File: config.mk
export PLATFORM = sky130hd
export DESIGN_NAME = bot_loc_sync
export DESIGN_NICKNAME = d
export VERILOG_FILES = /design/src/rtl/bot_loc_sync.sv
export SDC_FILE = /design/constraint.sdc
export NUM_CORES = 1
export LEC_CHECK = 0
export CAP_MARGIN = 20
export CORE_MARGIN = 2
export CORE_UTILIZATION = 25
export CTS_CLUSTER_DIAMETER = 100
export DETAILED_ROUTE_END_ITERATION = 16
export HOLD_SLACK_MARGIN = 0.06
export PLACE_DENSITY = 0.58
export SETUP_SLACK_MARGIN = 0.3
export SLEW_MARGIN = 20
export SYNTH_ARGS = -nofsm -noshare
export SYNTH_HDL_FRONTEND = slang
export SYNTH_SLANG_ARGS = --single-unit
File: constraint.sdc
create_clock -name clk -period 2.25 [get_ports clk]
set_input_delay 0.45 -clock clk [delete_from_list [all_inputs] [get_ports clk]]
set_output_delay 0.45 -clock clk [all_outputs]
set_load 0.02 [all_outputs]
File: src/rtl/bot_loc_sync.sv
// bot_loc_sync: shadows RojoBot location/status and commits it to the icon stage only during vblank.
module bot_loc_sync #(
  parameter logic [7:0] RESET_LOCX = 8'd64,
  parameter logic [7:0] RESET_LOCY = 8'd64,
  parameter logic [7:0] RESET_INFO = 8'd0,
  parameter int         OVR_W      = 8
) (
  input  logic             clk,
  input  logic             resetn,
  input  logic [7:0]       LocX_in,
  input  logic [7:0]       LocY_in,
  input  logic [7:0]       BotInfo_in,
  input  logic             upd_sysregs,
  input  logic             video_vblank,
  input  logic             IO_INT_ACK,
  output logic [7:0]       LocX_reg,
  output logic [7:0]       LocY_reg,
  output logic [7:0]       BotInfo_reg,
  output logic             IO_BotUpdt_Sync,
  output logic             commit_stb,
  output logic             pending,
  output logic [OVR_W-1:0] overrun_cnt
);
  typedef enum logic {IDLE, PEND} state_t;
  state_t r_state, w_next;
  logic [7:0] r_sx, r_sy, r_si;
  logic w_commit;
  assign pending  = (r_state == PEND);
  assign w_commit = pending && video_vblank;
  always_ff @(posedge clk or negedge resetn)
    if (!resetn) r_state <= IDLE;
    else         r_state <= w_next;
  // A strobe arriving in the commit cycle refills the shadow, so we stay in PEND.
  always_comb begin
    w_next = r_state;
    w_next = (r_state == IDLE) ? (upd_sysregs ? PEND : IDLE)
                               : ((video_vblank && !upd_sysregs) ? IDLE : PEND);
  end
  always_ff @(posedge clk or negedge resetn) begin
    if (!resetn) begin
      r_sx            <= RESET_LOCX;
      r_sy            <= RESET_LOCY;
      r_si            <= RESET_INFO;
      LocX_reg        <= RESET_LOCX;
      LocY_reg        <= RESET_LOCY;
      BotInfo_reg     <= RESET_INFO;
      IO_BotUpdt_Sync <= 1'b0;
      commit_stb      <= 1'b0;
      overrun_cnt     <= '0;
    end else begin
      commit_stb <= w_commit;
      if (w_commit) begin
        LocX_reg    <= r_sx;
        LocY_reg    <= r_sy;
        BotInfo_reg <= r_si;
      end
      if (upd_sysregs) begin
        r_sx <= LocX_in;
        r_sy <= LocY_in;
        r_si <= BotInfo_in;
      end
      if (upd_sysregs && pending && !w_commit && overrun_cnt != '1)
        overrun_cnt <= overrun_cnt + 1'b1;
      IO_BotUpdt_Sync <= upd_sysregs | (IO_BotUpdt_Sync & ~IO_INT_ACK);
    end
  end
endmodule

Yosys cells after proc, flatten, opt, wreduce, memory -nomap -nowiden
Cells that the tools add are included.
{"block": "op_classes", "add_sub_neg": 1, "n_eq_ne": 1, "muxes": 3, "bitwise": 3, "n_reduce_logical": 7}
{"op": "$add A8 B1 Y8 const B", "n": 1}
{"op": "$ne A8 B8 Y1 const B", "n": 1}
{"op": "$logic_and A1 B1 Y1", "n": 5}
{"op": "$mux W1", "n": 3}
{"op": "$logic_not A1 Y1", "n": 2}
{"op": "$and A1 B1 Y1", "n": 1}
{"op": "$not A1 Y1", "n": 1}
{"op": "$or A1 B1 Y1", "n": 1}
{"block": "word_totals", "register_bits": 59, "input_bits": 29, "out_inout_bits": 35, "elab_cells": 25}

Depth between registers and ports, before layout
{"block": "depth", "word_depth": 4, "ltp_mapped": 4, "depth_no_buf": 4}

Worst setup path before layout
OpenSTA, ideal clock, no wires.
{"block": "synth_timing", "kind": "reg-to-reg", "start": "register overrun_cnt[0]", "end": "register overrun_cnt[1]", "setup_time_ps": 125, "t_arrival_ps": 1407, "slack_ps": 718, "stages_incl_launch_ff": 5, "path_buffers": 0, "synth_period_minus_slack_ps": 1532, "cell_sequence": "dfrtp_1 -> ha_1 -> nand4_1 -> o21ai_2 -> mux2_4"}
{"block": "synth_between", "elab_chain_cells": 2, "elab_cells_between_ends": 3}
{"element": "start: declaration", "line": "22", "text": "output logic [OVR_W-1:0] overrun_cnt"}
{"element": "start signal: assignment", "line": "63", "text": "overrun_cnt <= overrun_cnt + 1'b1;"}
{"element": "branches (longest 2 deep; another with $add A8 B1 Y8)"}
Parallel ways; which one is timed is not known.
A chain may end at the register's enable or synchronous reset.

Final worst setup path
{"block": "layout_timing", "start": "register overrun_cnt[4]", "end": "output port overrun_cnt[4]"}
No word-level cell between the ends.

==> results.md <==
Clocking:
- The clock transition time at the flip-flop clock pins of the worst setup and hold paths is 0.06 ns.
- CTS built an H-tree with a depth of 3.
- The number of sinks handled by clock tree synthesis is just under 60.
- Clock latency on the worst-skew pair, taken at its later pin, is approximately 0.33 ns.
- The number of clock buffers inserted by TritonCTS is 9.
- TritonCTS built the clock tree.
- No sink is reached through more buffers than the 2 on the longest clock path.
- The cell sitting at the root of the clock tree is a sky130_fd_sc_hd__clkbuf_8.
- The count of buffers added by post-CTS timing repair for setup is 0.

Hold path:
- The end point of the most critical hold path is LocY_reg[2].
- The path class of the lowest-slack min-delay path is register to register.
- In this run the most critical hold path is launched from r_sy[2].
- Counting instances, the worst hold path has a depth of 1.

Floorplanning:
- The boundary pin count is 64.
- The die is around 100 um wide.
- The cell row count is 35.
- The area of the core region is a little over 9000 um^2.
- The initial utilization of the core area, before any placement, comes to ~25%.
- The die area is 10100 um^2.
- The die height is 100 um.

STA:
- The final-report max-slew violation count came to 0.
- The time the final worst path needs with I/O delays and setup is ~1.9 ns.
- The post-route clock skew is 0.00836 ns.
- For this run, the top clock speed supported by timing is 0.534 GHz.
- For the pin with the worst max-slew slack, the measured transition is roughly 0.31 ns.
- The total setup violations reported at the end of the flow is 0.
- Setup repair after global routing left no endpoint under its margin.
- The final-report hold violation count is 0.
- The worst hold slack is 0.482 ns.
- The share of the clock period used by the worst path is a little over four fifths.
- The final-layout setup total negative slack is 0 ns.
- In this run the tightest slew margin relative to its limit is 79.4%.

Logic synthesis:
- Counting instances in the post-synthesis netlist gives the leading cell types as 55 x sky130_fd_sc_hd__dfrtp_1, 36 x sky130_fd_sc_hd__mux2_2, 14 x sky130_fd_sc_hd__mux2_1.
- sky130_fd_sc_hd__dfrtp_1 is the most common cell in the netlist.
- The fraction of registers with async set or reset after synthesis is 100%.
- Yosys printed 0 warnings.
- The synthesized design contains 0 enable-type register cells.
- The number of nets in the synthesized netlist is 178.
- A synthesized cell averages 15.7 um^2.
- The mapped netlist covers 2330 um^2.
- The share of synthesized area occupied by flip-flops and latches is 63.7%.
- The most frequently used flop master after synthesis is sky130_fd_sc_hd__dfrtp_1.
- The gate count of the mapped netlist is 148.
- In this run the biggest area consumer among cell types represents 59.1% of the synthesized area.
- The library cell occupying the most area in the post-synthesis netlist is sky130_fd_sc_hd__dfrtp_1.
- The total of flip-flops plus latches after synthesis is 59.
- The number of unique standard cell types used by synthesis is 31.
- By area the synthesized netlist is led by sky130_fd_sc_hd__dfrtp_1 59%, sky130_fd_sc_hd__mux2_2 17%, sky130_fd_sc_hd__mux2_1 6.8%.

Critical path:
- Along the worst path, the maximum fanout reaches 5.
- The capture instance of the worst register-to-register path is overrun_cnt[1].
- Data arrives at the worst endpoint at 1.42 ns.
- Walking the worst path, the cells encountered are clkdlybuf4s50_1.
- The required time at the worst-slack endpoint is 1.80 ns.
- The largest individual stage delay along the critical path comes from the cell sky130_fd_sc_hd__clkdlybuf4s50_1.
- The count of buffer and inverter cells on the critical path is 1.
- The origin of the critical flop-to-flop path is overrun_cnt[0].
- Setup slack on the worst reg-to-reg path comes out at about 0.73 ns.
- The delay of the slowest cell on the worst path is between 0.6 and 0.7 ns.
- The cell count of the worst reg-to-reg path is 4.
- The critical path is of the register to output port type.
- The cell family contributing the most delay on the critical path is buffers and inverters.
- The sort of element at the end of the critical path is an output port.
- STA classifies the critical path startpoint as a register.

Cells and area:
- The post-route netlist has 29.8% of its cells at a drive strength greater than 1.
- Excluding fillers, the count of instances in the completed layout stands at 339.
- With fillers left out, the area of the finished cells amounts to roughly 3300 um^2.
- The synthesis-to-layout area growth is 43.7%.
- The antenna diode count is 0.
- The number of nets in the layout is 253.
- Fill cells in the final layout number 886.

Power:
- For this design the ratio of total power to cell area is 948 nW/um^2.
- The leakage power total is approximately 1.4 nW.
- The maximum VDD drop is approximately 290 uV.

Detailed routing:
- The number of design-rule violations left by the first detailed-router iteration is 50.
- The number of nets with antenna violations after routing is 0.
- The pre-antenna-repair detailed-routing pass consisted of 5 iterations.
- The routed design has about 4600 um of wire.
- The via density per instance is approximately 4.4.
- The routed via count is 1478.
- Dividing the detail-routed wire length by the instance count gives roughly 13 um.
- The residual DRC count is 0.

Global routing:
- The initial antenna violation count is 0.
- The largest net degree at the start of global routing is 31.
- The via count of the first global-routing pass is approximately 1500.
- The first global-routing pass estimated 7590 um of wire.
- Global routing consumed, over all layers together, 10.0% of the routing resources.
- Global routing finished with a remaining overflow of 0.

Placement:
- The number of placed instances with taps included is 322.
- The final weighted congestion of routability-driven global placement is 0.723.
- The detailed placer's ending HPWL is 3120 um.
- The count of input and output buffers is 63.
- The standard cell area after detailed placement is about 3100 um^2.

Status:
- The run finished with clean final reports.

Flow run:
- Across the run, the number of max-cap violations was 0.
-- how the worst max path moves through the flow --
| stage | endpoint | slack, ns | cells past startpoint | from |
|---|---|---|---|---|
| finish | overrun_cnt[4] | 0.38 | 1 | overrun_cnt[4] |
| global route | overrun_cnt[4] | 0.31 | 1 | overrun_cnt[4] |
| CTS | LocY_reg[6] | 0.31 | 1 | LocY_reg[6] |
| detailed placement | overrun_cnt[7] | 0.32 | 4 | video_vblank |
| global placement | overrun_cnt[7] | 0.34 | 4 | video_vblank |
| floorplan | overrun_cnt[1] | 0.72 | 4 | overrun_cnt[0] |
-- cell usage in the layout (no fill, tap or decap), drive strengths merged, types with 3 or more instances in the layout --
cell type,n
inv,4
clkdlybuf4s50,59
clkinv,3
dfrtp,55
buf,6
dfstp,4
clkbuf,12
mux2,51
nand2,5
-- cell families (layout without fill, tap and decap cells) --
logic type	count (synthesis)	in the layout	synth area share (%)
and+or+nand+nor	16	16	4.95
adders and majority gates	1	1	0.538
buffers and inverters	9	89	1.83
muxes	52	52	25.3
xor gates and xnor gates	1	1	0.376
DFF	59	59	63.7
AOI/OAI and AO/OA	10	10	3.39
-- what timing repair did --
item	CTS	global route
hold endpoints to repair	6	0
resized for setup	1	2
hold buffers	1	0
setup endpoints to repair	1	2
-- where the power goes --
part           switching (mW)  internal [mW]  total, mW
clock                   0.411          0.570      0.981
sequential              0.145           1.25       1.39
combinational           0.361          0.436      0.796
total                   0.916           2.25       3.17
-- per-layer routing --
metal | wire [um] | part of all wire [%] | global-route usage (%)
met5 | 0 | 0 | 0
met4 | 89 | 1.9 | 5.06
met2 | 2180 | 48 | 15.1
met1 | 2040 | 45 | 12.6
met3 | 264 | 5.8 | 3.88
-- per-stage QoR --
stage | setup WS [ns] | util, % | power, mW
4_1_cts | 0.307 | 36.5 | 3.24
6_report | 0.377 | 36.5 | 3.17
2_1_floorplan | 0.718 | - | 1.80
3_3_place_gp | 0.338 | 34.2 | 2.22
5_1_grt | 0.306 | 36.5 | 3.36
3_5_place_dp | 0.318 | 34.2 | 2.23
-- area by class of cell --
type | count | area (um^2) | share of cell area (%)
clock buffers | 12 | 155 | 4.64
clock inverters | 4 | 48.8 | 1.46
inverters | 4 | 15.0 | 0.449
multi-input cells | 80 | 803 | 24.0
flip-flops and latches | 59 | 1480 | 44.3
well taps | 111 | 139 | 4.15
repair buffers | 69 | 702 | 21.0
No activity file was read; power rests on OpenSTA's default activity.
